===== src/rtl/jesd204b_lmfc_gen_if.sv =====
// Alias file for the LMFC generator interface.
// The definition lives in jesd204b_lmfc_if.sv.


===== src/rtl/jesd204b_lmfc_if.sv =====
// Bundle between the SYSREF/SYNC~ resynchroniser side and the LMFC generator.
// master drives sysref/sync/config; slave (the generator) drives status.
interface jesd204b_lmfc_gen_if #(
  parameter int CNT_W = 8
);
  logic             sysref_i;
  logic [3:0]       sync_b_i;
  logic             cfg_oneshot;
  logic [CNT_W-1:0] cfg_lmfc_offset;
  logic             realign;
  logic [CNT_W-1:0] lmfc_cnt;
  logic             lmfc_pulse;
  logic             aligned;
  logic             sysref_err;
  logic [7:0]       sysref_err_cnt;
  logic             sync_b_all;
  logic             ilas_start;
  logic             link_up;

  modport master (
    output sysref_i, sync_b_i, cfg_oneshot,
    output cfg_lmfc_offset, realign,
    input  lmfc_cnt, lmfc_pulse, aligned,
    input  sysref_err, sysref_err_cnt,
    input  sync_b_all, ilas_start, link_up
  );

  modport slave (
    input  sysref_i, sync_b_i, cfg_oneshot,
    input  cfg_lmfc_offset, realign,
    output lmfc_cnt, lmfc_pulse, aligned,
    output sysref_err, sysref_err_cnt,
    output sync_b_all, ilas_start, link_up
  );
endinterface


===== src/rtl/jesd204b_lmfc_gen.sv =====
// JESD204B RX LMFC generator and SYNC~ link controller.
// Ports: clk, reset_b (async low), bus (slave: sysref/sync/cfg in, LMFC/link status out).
module jesd204b_lmfc_gen #(
  parameter int LMFC_PERIOD = 16,
  parameter int CNT_W       = 8
) (
  input  logic                 clk,
  input  logic                 reset_b,
  jesd204b_lmfc_gen_if.slave   bus
);

  typedef enum logic {
    A_WAIT,
    A_LOCK
  } align_t;

  typedef enum logic [1:0] {
    S_REQ,
    S_WAIT,
    S_DATA
  } sync_t;

  localparam logic [CNT_W-1:0] LAST =
    CNT_W'(LMFC_PERIOD - 1);

  align_t           a_q, a_d;
  sync_t            s_q, s_d;
  logic             sysref_q;
  logic             sr_edge;
  logic [CNT_W-1:0] cnt_q, cnt_d;
  logic [CNT_W-1:0] cnt_inc;
  logic [CNT_W-1:0] offset;
  logic             pulse_q, pulse_d;
  logic             err_q, err_d;
  logic [7:0]       ecnt_q, ecnt_d;
  logic             sync_all_q;
  logic             aligned;
  logic             ilas;

  assign sr_edge = bus.sysref_i & ~sysref_q;
  assign aligned = (a_q == A_LOCK);

  // out-of-range offsets collapse to phase 0
  assign offset = (bus.cfg_lmfc_offset > LAST) ?
                  '0 : bus.cfg_lmfc_offset;

  assign cnt_inc = (cnt_q == LAST) ?
                   '0 : cnt_q + CNT_W'(1);

  always_comb begin
    a_d    = a_q;
    cnt_d  = cnt_q;
    err_d  = err_q;
    ecnt_d = ecnt_q;
    if (bus.realign) begin
      // realign beats a coincident edge
      a_d    = A_WAIT;
      cnt_d  = '0;
      err_d  = 1'b0;
      ecnt_d = '0;
    end else begin
      unique case (a_q)
        A_WAIT: begin
          if (sr_edge) begin
            a_d   = A_LOCK;
            cnt_d = offset;
          end
        end
        A_LOCK: begin
          cnt_d = cnt_inc;
          // edge must land where the counter
          // would have reached the offset anyway
          if (sr_edge && !bus.cfg_oneshot &&
              cnt_inc != offset) begin
            cnt_d = offset;
            err_d = 1'b1;
            if (ecnt_q != 8'hFF)
              ecnt_d = ecnt_q + 8'd1;
          end
        end
      endcase
    end
    pulse_d = (a_d == A_LOCK) && (cnt_d == '0);
  end

  always_ff @(posedge clk or negedge reset_b) begin
    if (!reset_b) begin
      a_q        <= A_WAIT;
      sysref_q   <= 1'b0;
      cnt_q      <= '0;
      pulse_q    <= 1'b0;
      err_q      <= 1'b0;
      ecnt_q     <= '0;
      sync_all_q <= 1'b0;
      s_q        <= S_REQ;
    end else begin
      a_q        <= a_d;
      sysref_q   <= bus.sysref_i;
      cnt_q      <= cnt_d;
      pulse_q    <= pulse_d;
      err_q      <= err_d;
      ecnt_q     <= ecnt_d;
      sync_all_q <= &bus.sync_b_i;
      s_q        <= s_d;
    end
  end

  always_comb begin
    s_d  = s_q;
    ilas = 1'b0;
    unique case (s_q)
      S_REQ: begin
        if (sync_all_q && aligned)
          s_d = S_WAIT;
      end
      S_WAIT: begin
        if (!aligned || !sync_all_q) begin
          s_d = S_REQ;
        end else if (pulse_q) begin
          ilas = 1'b1;
          s_d  = S_DATA;
        end
      end
      S_DATA: begin
        if (!aligned || !sync_all_q)
          s_d = S_REQ;
      end
      default: s_d = S_REQ;
    endcase
  end

  assign bus.lmfc_cnt       = cnt_q;
  assign bus.lmfc_pulse     = pulse_q;
  assign bus.aligned        = aligned;
  assign bus.sysref_err     = err_q;
  assign bus.sysref_err_cnt = ecnt_q;
  assign bus.sync_b_all     = sync_all_q;
  assign bus.ilas_start     = ilas;
  assign bus.link_up        = (s_q == S_DATA);

endmodule


===== src/flat_wrapper.sv =====
// flat-port wrapper written by rule: the top's interface ports become plain ports
module jesd204b_lmfc_gen_flat 
#(
  parameter int LMFC_PERIOD = 16,
  parameter int CNT_W       = 8
)
  (clk, reset_b, bus_sysref_i, bus_sync_b_i, bus_cfg_oneshot, bus_cfg_lmfc_offset, bus_realign, bus_lmfc_cnt, bus_lmfc_pulse, bus_aligned, bus_sysref_err, bus_sysref_err_cnt, bus_sync_b_all, bus_ilas_start, bus_link_up);
  jesd204b_lmfc_gen_if #(.CNT_W(CNT_W)) bus_i ();
  input  logic clk;
  input  logic reset_b;
  input wire logic [$bits(bus_i.sysref_i)-1:0] bus_sysref_i;
  input wire logic [$bits(bus_i.sync_b_i)-1:0] bus_sync_b_i;
  input wire logic [$bits(bus_i.cfg_oneshot)-1:0] bus_cfg_oneshot;
  input wire logic [$bits(bus_i.cfg_lmfc_offset)-1:0] bus_cfg_lmfc_offset;
  input wire logic [$bits(bus_i.realign)-1:0] bus_realign;
  output wire logic [$bits(bus_i.lmfc_cnt)-1:0] bus_lmfc_cnt;
  output wire logic [$bits(bus_i.lmfc_pulse)-1:0] bus_lmfc_pulse;
  output wire logic [$bits(bus_i.aligned)-1:0] bus_aligned;
  output wire logic [$bits(bus_i.sysref_err)-1:0] bus_sysref_err;
  output wire logic [$bits(bus_i.sysref_err_cnt)-1:0] bus_sysref_err_cnt;
  output wire logic [$bits(bus_i.sync_b_all)-1:0] bus_sync_b_all;
  output wire logic [$bits(bus_i.ilas_start)-1:0] bus_ilas_start;
  output wire logic [$bits(bus_i.link_up)-1:0] bus_link_up;
  assign bus_i.sysref_i = bus_sysref_i;
  assign bus_i.sync_b_i = bus_sync_b_i;
  assign bus_i.cfg_oneshot = bus_cfg_oneshot;
  assign bus_i.cfg_lmfc_offset = bus_cfg_lmfc_offset;
  assign bus_i.realign = bus_realign;
  assign bus_lmfc_cnt = bus_i.lmfc_cnt;
  assign bus_lmfc_pulse = bus_i.lmfc_pulse;
  assign bus_aligned = bus_i.aligned;
  assign bus_sysref_err = bus_i.sysref_err;
  assign bus_sysref_err_cnt = bus_i.sysref_err_cnt;
  assign bus_sync_b_all = bus_i.sync_b_all;
  assign bus_ilas_start = bus_i.ilas_start;
  assign bus_link_up = bus_i.link_up;
  jesd204b_lmfc_gen #(.LMFC_PERIOD(LMFC_PERIOD), .CNT_W(CNT_W)) u_core (.clk(clk), .reset_b(reset_b), .bus(bus_i));
endmodule

===== config.mk =====
export PLATFORM = sky130hd
export DESIGN_NAME = jesd204b_lmfc_gen_flat
export DESIGN_NICKNAME = d
export VERILOG_FILES = /design/src/rtl/jesd204b_lmfc_gen_if.sv /design/src/rtl/jesd204b_lmfc_if.sv /design/src/rtl/jesd204b_lmfc_gen.sv /design/src/flat_wrapper.sv
export SDC_FILE = /design/constraint.sdc
export NUM_CORES = 1
export LEC_CHECK = 0
export BUFFER_PORTS_ARGS = -buffer_cell sky130_fd_sc_hd__buf_2
export CAP_MARGIN = 25
export CORE_ASPECT_RATIO = 1.4
export CORE_MARGIN = 4
export CORE_UTILIZATION = 30
export CTS_CLUSTER_DIAMETER = 150
export DETAILED_ROUTE_END_ITERATION = 16
export PLACE_DENSITY_LB_ADDON = 0.1
export SLEW_MARGIN = 20
export SYNTH_ARGS = -nofsm -noshare
export SYNTH_HDL_FRONTEND = slang
export SYNTH_SLANG_ARGS = --single-unit

===== constraint.sdc =====
create_clock -name clk -period 5.15 [get_ports clk]
set_input_delay 1.03 -clock clk [delete_from_list [all_inputs] [get_ports clk]]
set_output_delay 1.03 -clock clk [all_outputs]
set_load 0.05 [all_outputs]

### After elaboration in Yosys (flattened, before gate mapping)

Index checks and enable logic that the tools add are counted.

* shifts and indexed selects: 0
* $add $sub $neg: 2
* div/mod/pow operators: 0
* muxes and demuxes: 24
* order comparisons: 1
* $mul: 0
* reductions and logical operators: 17
* bitwise logic cells: 3
* eq/ne operators: 8

Operators with widths (count)
* $mux W8: 9
* $add A8 B1 Y8 const B: 2
* $pmux W8 S2: 1
* $mux W1: 9
* $eq A8 B4 Y1 const B: 1
* $gt A8 B4 Y1 const B: 1
* $logic_not A8 Y1: 1
* $mux W2: 4
* $ne A8 B8 Y1: 1
* $ne A8 B8 Y1 const B: 1
* $pmux W2 S3: 1
* $reduce_and A3 Y1: 2
* $reduce_bool A2 Y1: 3
* $logic_and A1 B1 Y1: 4
* $ne A2 B1 Y1 const B: 2
* $reduce_and A4 Y1: 1
* $logic_not A1 Y1: 3
* $ne A3 B1 Y1 const B: 1
* $eq A2 B1 Y1 const B: 1
* $eq A2 B2 Y1 const B: 1
* $logic_not A2 Y1: 1
* $not A1 Y1: 2
* $reduce_and A2 Y1: 1
* $and A1 B1 Y1: 1
* $logic_or A1 B1 Y1: 1

* bits in read-only memories: 0
* memories kept: 0
* word-level logic and storage cells: 63
* bits in latches: 0
* bits of input ports: 17
* RAM bits: 0
* register bits: 23
* output and inout bits: 22

### Logic depth before layout (Yosys ltp)

Gate-level depths: netlist of run 1.

* depth after elaboration: 9
* depth in mapped cells: 9

### Worst setup path before layout of run 1

OpenSTA, ideal clock, no wires.

* kind: register to output
* start point: reg u_core.a_q, in the netlist u_core.bus.aligned
* end point: out bus_ilas_start
* arrival time: 2.401 ns
* stages on the path, launching flop included: 5
* setup slack: 1.719 ns
* cell sequence: dfrtp_1 > clkbuf_1 > clkbuf_1 > nand2_1 > nor3_1

* word-level cells in the longest chain between the ends: 4

RTL lines
* start: declaration: line jesd204b_lmfc_gen.sv:26 `align_t a_q, a_d;`
* start signal: assignment: line jesd204b_lmfc_gen.sv:88 `a_q <= A_WAIT;`
* start signal: assignment: line jesd204b_lmfc_gen.sv:97 `a_q <= a_d;`
* $logic_not A1 Y1: line jesd204b_lmfc_gen.sv:117 `if (!aligned || !sync_all_q) begin`
* $logic_or A1 B1 Y1: line jesd204b_lmfc_gen.sv:117
* $mux W1: line jesd204b_lmfc_gen.sv:117
* $mux W1: line jesd204b_lmfc_gen.sv:111 `unique case (s_q)`
* end: declaration: line flat_wrapper.sv:22 `output wire logic [$bits(bus_i.ilas_start)-1:0] bus_ilas_start;`

Every way passes these cells.

### Worst setup path after layout of run 1

* start point: in bus_cfg_lmfc_offset[6]
* end point: reg u_core.ecnt_q[7], in the netlist u_core.bus.sysref_err_cnt[7]

* word-level cells in the longest chain between the ends: 6

RTL lines
* start: declaration: line flat_wrapper.sv:14 `input wire logic [$bits(bus_i.cfg_lmfc_offset)-1:0] bus_cfg_lmfc_offset;`
* $gt A8 B4 Y1: line jesd204b_lmfc_gen.sv:44 `assign offset = (bus.cfg_lmfc_offset > LAST) ?`
* $mux W8 (*): line jesd204b_lmfc_gen.sv:44
* $ne A8 B8 Y1 (*): line jesd204b_lmfc_gen.sv:74 `cnt_inc != offset) begin`
* $logic_and A1 B1 Y1 (*): line jesd204b_lmfc_gen.sv:73 `if (sr_edge && !bus.cfg_oneshot &&`
* $reduce_bool A2 Y1 (no source line) (*)
* $reduce_and A3 Y1 (no source line) (*)
* end signal: assignment: line jesd204b_lmfc_gen.sv:102 `ecnt_q <= ecnt_d;`
* end: declaration: line jesd204b_lmfc_gen.sv:35 `logic [7:0] ecnt_q, ecnt_d;`

Every way passes the cells marked *; elsewhere a longest branch is shown, timed or not.
A chain may end at the register's enable or synchronous reset.

==> results of run 1 <==
==> power by group <==
group          internal (mW)  switching (mW)
Sequential             0.184         0.00740
Combinational         0.0234          0.0478
Clock                 0.0551          0.0536
==> worst max-delay path, delay by kind of cell <==
kind,cells,cell delay [ns]
buffers and inverters,1,0.11
multiplexers,2,0.51
AND/OR/NAND/NOR,3,1.07
AO/OA/AOI/OAI,2,0.85
==> per-stage QoR <==
stage	power (mW)	hold WS, ns	setup slack (ns)	utilization
after floorplan	0.2415	0.4236	1.719	-
after global placement	0.2684	0.4399	1.491	0.3579
after detailed placement	0.2679	0.4396	1.426	0.3579
after CTS	0.3822	0.4512	1.710	0.3664
after global routing	0.3967	0.4760	1.530	0.3664
final	0.3718	0.4502	1.735	0.3664
==> metal layers <==
layer / wire (um) / vias to the layer above / share of wire / GRT usage
li1: - / 788 / - / -
met1: 1921 / 759 / 0.43 / 0.1623
met2: 2313 / 27 / 0.52 / 0.2446
met3: 159 / 4 / 0.036 / 0.01967
met4: 46 / 0 / 0.010 / 0.04232
met5: 0 / - / 0 / 0
==> cell usage after synthesis, drive strengths merged (2+ instances only) <==
master and number:
o21ai 7, xor2 2, o31ai 4, o211ai 3, nand2 17, nand4 2
nor2 14, xnor2 4, nand3 12, or3b 2, and3 6, mux2 4
clkbuf 7, mux2i 3, or4 4, buf 3, o311ai 2, dfrtp 23
a21oi 16, ha 2, nor4b 2, nand3b 2, and4 5, and2 3
nor3 3, a31oi 2, inv 7, nor4 7, nor2b 4
==> cell type report <==
cell class	count	area, sq um	share of cell area
tap	66	82.58	0.04242
multi-input combinational	150	1020	0.5238
sequential	23	575.6	0.2956
timing repair buffer	39	197.7	0.1015
inverter	7	26.28	0.01350
clock buffer	4	45.04	0.02314
==> worst max path at each step <==
stage / endpoint
2_1_floorplan: bus_ilas_start
3_3_place_gp: u_core.bus.sysref_err_cnt[7]$_DFFE_PN0P_
3_5_place_dp: u_core.bus.sysref_err_cnt[7]$_DFFE_PN0P_
4_1_cts: u_core.bus.sysref_err_cnt[7]$_DFFE_PN0P_
5_1_grt: u_core.bus.sysref_err_cnt[7]$_DFFE_PN0P_
6_report: u_core.bus.sysref_err_cnt[7]$_DFFE_PN0P_
==> state kept, by name, indices dropped and copies added, names as in the netlist <==
register / count
u_core.sysref_q: 1
u_core.bus.aligned: 1
u_core.bus.sysref_err_cnt: 8
u_core.bus.lmfc_cnt: 8
u_core.s_q: 2
u_core.bus.lmfc_pulse: 1
u_core.bus.sysref_err: 1
u_core.bus.sync_b_all: 1
==> kinds of logic after synthesis <==
kind of cell	Yosys count
buf+inv	17
flops	23
mux	7
fa+ha+maj	2
compound gates	47
xor+xnor	6
simple gates	88
==> flow_summary_export.csv, run 1 <==
group,metric,value,unit
flow_run,drv_cap,0,
power,p_leak,0.8555,nW
routing,detail-route-antenna-nets,0,
die,initial_core_util,0.3153,
critical_path,worstPathMaxFanout,14,
synthesis,yosys.area_share.simple,0.3226,
global_routing,grt_pass1_vias,1539,
global_routing,antenna_found_initial,0,
clocking,clockBufferDepth,2,
clocking,cts_tree,"built",
synthesis,ys_ff_latch,23,
synthesis,synth_compound_area_frac,0.1949,
global_routing,grt_pass1_wl,7410,um
routing,drt_iter0_drc,90,
routing,drc,0,
die,io_pins,39,
place,portBuffers,38,
hold_path,hold_depth,1,
synthesis,yosys.area.top_type,"dfrtp_1",
synthesis,synth_area_leaders,"dfrtp_1 (34%), a21oi_1 (4.8%), nand2_1 (3.8%), nor4_4 (3.8%), nand3_1 (3.6%)",
place,dp_cells,285,
hold_path,hp-start,"u_core.s_q[1]$_DFFE_PN0P_",
finish,fillers,572,
sta,period_minus_slack,3.415,ns
routing,viasPerCell,5.460,
synthesis,synth.top_cell.area_share,0.3435,
sta,slew_headroom,0.5686,
critical_path,r2r_slack,2.02,ns
synthesis,yosys_most_used_dff,"dfrtp_1",
critical_path,cp.required,5.30,ns
routing,first_pass_iters,4,
critical_path,path_cells,"buf_2 -> nor4_4 -> nand2_1 -> mux2i_1 -> o211a_4 -> a311o_1 -> nor4b_1 -> mux2_1",
critical_path,ff2ff_path_depth,8,
die,die_h,96.42,um
sta,clock.fmax,292.8,MHz
global_routing,grt_usage,0.1346,
finish,antenna_cells,0,
clocking,ctsRootBufferMaster,"clkbuf_8",
power,peakVddDrop,0.1156,mV
place,place_congestion,0.7360,
finish,drive_gt1_frac,0.2332,
synthesis,synth_xor_area_frac,0.03137,
synthesis,netlist_area,1675,sq um
routing,num_vias,1578,
sta,rsz0062_at_grt,"no",
sta,period_share,0.6631,
routing,wirelength,4441,um
critical_path,r2r-start,"u_core.bus.lmfc_cnt[0]$_DFF_PN0_",
global_routing,grt.overflow.total,0,
synthesis,ys_types,54,
critical_path,critPathSlowestCell,"a311o_1",
die,core.rowCount,31,
synthesis,synth_top_family_by_area,"simple AND/OR/NAND/NOR gates",
synthesis,synth-seq-area-share,0.3435,
sta,slew_violations,0,
synthesis,async_flop_share,1.000,
critical_path,start_kind,"input pin",
finish,final_cell_area,1947,sq um
die,die_w,71.16,um
clocking,clkTransAtPathRegs,0.08,ns
synthesis,netlist_instances,190,
clocking,htree_levels,1,
synthesis,synth-edff-count,0,
critical_path,crit_type,"in2reg",
power,cellPowerDensity,191.0,nW/um^2
critical_path,crit_arrival,3.56,ns
critical_path,reg2reg_to,"u_core.bus.sysref_err_cnt[7]$_DFFE_PN0P_",
place,placed_area,1902,sq um
sta,hold_viol_final,0,
clocking,numCtsBuffers,3,
sta,clock_skew,0.003047,ns
place,dpl.hpwl,3455,um
die,die-area,6861,sq um
synthesis,synth_fp_nets,209,
synthesis,synth_fa_ha_area_frac,0.01494,
synthesis,synth_mux_area_frac,0.04481,
routing,wl_per_cell,15.37,um
sta,setup_viol,0,
die,core,5314,sq um
sta,finalSetupTns,0,ns
clocking,cts_resized,0,
hold_path,min_path_type,"reg2reg",
sta,worst_pin_slew,0.6472,ns
global_routing,grt_max_degree,24,
clocking,clock_latency,0.26,ns
critical_path,max_stage_delay,0.58,ns
status,status,"complete, no violations",
finish,layout_common_cells,"buf_2 (38), dfrtp_1 (23), nand2_1 (17)",
hold_path,hold_end,"u_core.s_q[0]$_DFFE_PN0P_",
synthesis,avgSynthCellArea,8.818,sq um
clocking,cts_setup_buffers,0,
finish,syn2layout_area_growth,16.21,%
synthesis,synth_warnings,0,
finish,fin_nets,243,
critical_path,crit_path_end_kind,"register",
finish,final_cells,289,
clocking,clock-sinks,23,
clocking,holdBufCountCts,0,
critical_path,crit_start,"bus_cfg_lmfc_offset[6]",
finish,final_common_cell,"buf_2",
Note: power is estimated with default switching activity, not from simulation.
==> inputs of run 2 (changes only) <==
--- a/config.mk
+++ b/config.mk
@@ -5,6 +5,7 @@
 export SDC_FILE = /design/constraint.sdc
 export NUM_CORES = 1
 export LEC_CHECK = 0
+export ABC_AREA = 1
 export BUFFER_PORTS_ARGS = -buffer_cell sky130_fd_sc_hd__buf_2
 export CAP_MARGIN = 25
 export CORE_ASPECT_RATIO = 1.4
==> constraint.sdc (replaced) <==
create_clock -name clk -period 3.4 [get_ports clk]
set_input_delay 0.68 -clock clk [delete_from_list [all_inputs] [get_ports clk]]
set_output_delay 0.68 -clock clk [all_outputs]
set_load 0.05 [all_outputs]
==> flow_summary_export.csv, run 2 <==
group,metric,value,unit
sta,clock.fmax,443.5,MHz
synthesis,synth.most_common_cell,"nand2_1",
critical_path,max_stage_delay,0.65,ns
power,pwr-share-clk,0.285,
synthesis,ys_types,33,
flow_run,drv_cap,0,
hold_path,min_path_type,"in2async",
sta,slew_headroom,0.6343,
global_routing,grt_pass1_vias,1419,
sta,worst_pin_slew,0.5485,ns
synthesis,synth-edff-count,0,
routing,wl_per_cell,13.04,um
clocking,numCtsBuffers,3,
routing,drt_iter0_drc,72,
power,swShare,0.3176,
routing,viasPerCell,4.672,
power,cellPowerDensity,318.2,nW/um^2
place,dpl.hpwl,3202,um
finish,drive_gt1_frac,0.2348,
power,p_leak,1.021,nW
routing,drc,0,
routing,num_vias,1453,
synthesis,synth.top_cell.area_share,0.3713,
clocking,clkTransAtPathRegs,0.08,ns
critical_path,crit_path_end_kind,"output pin",
sta,hold_ws,0.3990,ns
synthesis,ys_ff_latch,23,
routing,detail-route-antenna-nets,0,
clocking,clockBufferDepth,2,
synthesis,netlist_area,1550,sq um
clocking,cts_tree,"built",
place,portBuffers,38,
die,die_w,68.76,um
routing,first_pass_iters,4,
critical_path,critPathSlowestCell,"dfrtp_1",
finish,syn2layout_area_growth,19.05,%
critical_path,start_kind,"register",
synthesis,async_flop_share,1.000,
global_routing,grt_max_degree,24,
die,io_pins,39,
power,seqPwrFrac,0.504,
clocking,clock-sinks,23,
die,die-area,6398,sq um
clocking,htree_levels,1,
synthesis,netlist_instances,209,
synthesis,synth-seq-area-share,0.3713,
sta,setup_viol,0,
sta,slew_violations,0,
place,place_congestion,0.8188,
synthesis,synth_area_leaders,"dfrtp_1 (37%), nand2_1 (11%), nand3_1 (8.1%), inv_1 (7.7%), nor2_1 (6.3%)",
clocking,clock_latency,0.26,ns
sta,hold_viol_final,0,
synthesis,yosys.area.top_type,"dfrtp_1",
global_routing,grt.overflow.total,0,
synthesis,synth_fp_nets,228,
die,initial_core_util,0.3153,
die,core,4917,sq um
power,p_sw,0.1865,mW
clocking,holdBufCountCts,0,
sta,period_share,0.6631,
clocking,cts_setup_buffers,0,
power,p_int,0.4007,mW
clocking,ctsRootBufferMaster,"clkbuf_8",
critical_path,crit_type,"reg2out",
finish,fin_nets,267,
finish,layout_common_cells,"nand2_1 (44), buf_2 (38), inv_1 (32)",
power,power_frac_comb,0.211,
critical_path,crit_arrival,1.57,ns
critical_path,cp.required,2.72,ns
synthesis,synth_common_cells,"nand2_1 (44), inv_1 (32), nor2_1 (26)",
critical_path,worstPathMaxFanout,15,
clocking,cts_resized,0,
die,die_h,93.06,um
global_routing,grt_pass1_wl,6679,um
place,dp_cells,307,
synthesis,synth_warnings,0,
critical_path,path_cells,"nand2_1 -> inv_1 -> nand3_1 -> nor2_1 -> buf_2",
finish,fillers,542,
synthesis,avgSynthCellArea,7.417,sq um
sta,period_minus_slack,2.255,ns
sta,finalSetupTns,0,ns
finish,antenna_cells,0,
global_routing,antenna_found_initial,0,
finish,finalCoreUtilization,0.3753,
status,status,"complete, no violations",
sta,clock_skew,0.004469,ns
critical_path,crit_family,"flip-flops",
critical_path,critPathBufInv,2,
global_routing,grt_usage,0.1375,
synthesis,yosys_most_used_dff,"dfrtp_1",
routing,wirelength,4055,um
finish,final_cells,311,
power,peakVddDrop,0.1550,mV
die,core.rowCount,30,
finish,final_common_cell,"nand2_1",
sta,rsz0062_at_grt,"no",
run 2: cell types whose count changed in the layout (fill, tap and decap cells not counted), moves of 6 or more:
cell	change
and3_1	-6
inv_1	+25
nor2_1	+12
nand3_1	+13
nand2_1	+27
a21oi_1	-10
run 2: layer usage:
| layer | up-vias | track usage | wire length [um] |
|---|---|---|---|
| met5 | - | 0 | 0 |
| met4 | 0 | 0.05203 | 70 |
| met3 | 6 | 0.01202 | 149 |
| met2 | 26 | 0.2534 | 2180 |
| met1 | 670 | 0.1571 | 1654 |
| li1 | 751 | - | - |
run 2: path summary, 6_finish.rpt:
kind                                             startpoint  cells after the start                                        to  slack [ns]
min reg2reg                       u_core.s_q[1]$_DFFE_PN0P_                      1                 u_core.s_q[0]$_DFFE_PN0P_        0.44
min in group clk                  u_core.s_q[1]$_DFFE_PN0P_                      1                 u_core.s_q[0]$_DFFE_PN0P_        0.44
max                            u_core.bus.aligned$_DFF_PN0_                      5                            bus_ilas_start        1.15
min                                                 reset_b                      1          u_core.bus.lmfc_cnt[6]$_DFF_PN0_        0.40
max reg2reg                u_core.bus.lmfc_cnt[1]$_DFF_PN0_                     16  u_core.bus.sysref_err_cnt[6]$_DFFE_PN0P_        1.16
max in group asynchronous                           reset_b                      1  u_core.bus.sysref_err_cnt[7]$_DFFE_PN0P_        2.64
run 2: kinds of logic after synthesis:
logic type                 share of synthesized area
buffers and inverters                        0.09040
xor gates and xnor gates                     0.02260
and+or+nand+nor                               0.4165
AOI/OAI and AO/OA                            0.08314
adders and majority gates                    0.01614
DFF                                           0.3713
run 2: power groups by stage:
stage / combinational [mW] / clock [mW] / sequential [mW]
detailed placement: 0.126 / 0 / 0.301
global placement: 0.127 / 0 / 0.302
global route: 0.138 / 0.185 / 0.297
floorplan: 0.0596 / 0 / 0.328
CTS: 0.127 / 0.173 / 0.296
finish: 0.124 / 0.167 / 0.296
run 2: cell type report:
class,count,area [sq um],area share
Sequential cell,23,575.6,0.3119
Inverter,32,120.1,0.06508
Tap cell,64,80.08,0.04339
Clock buffer,4,45.04,0.02441
Multi-Input combinational cell,150,834.6,0.4522
Timing Repair Buffer,38,190.2,0.1031
run 2: through the flow:
step | worst slack [ns] | instance area (sq um) | power [mW]
2_1_floorplan | 0.8313 | 1550 | 0.3873
3_3_place_gp | 1.016 | 1800 | 0.4285
3_5_place_dp | 1.017 | 1800 | 0.4276
4_1_cts | 1.139 | 1846 | 0.5958
5_1_grt | 0.9444 | 1846 | 0.6203
6_report | 1.145 | 1846 | 0.5872
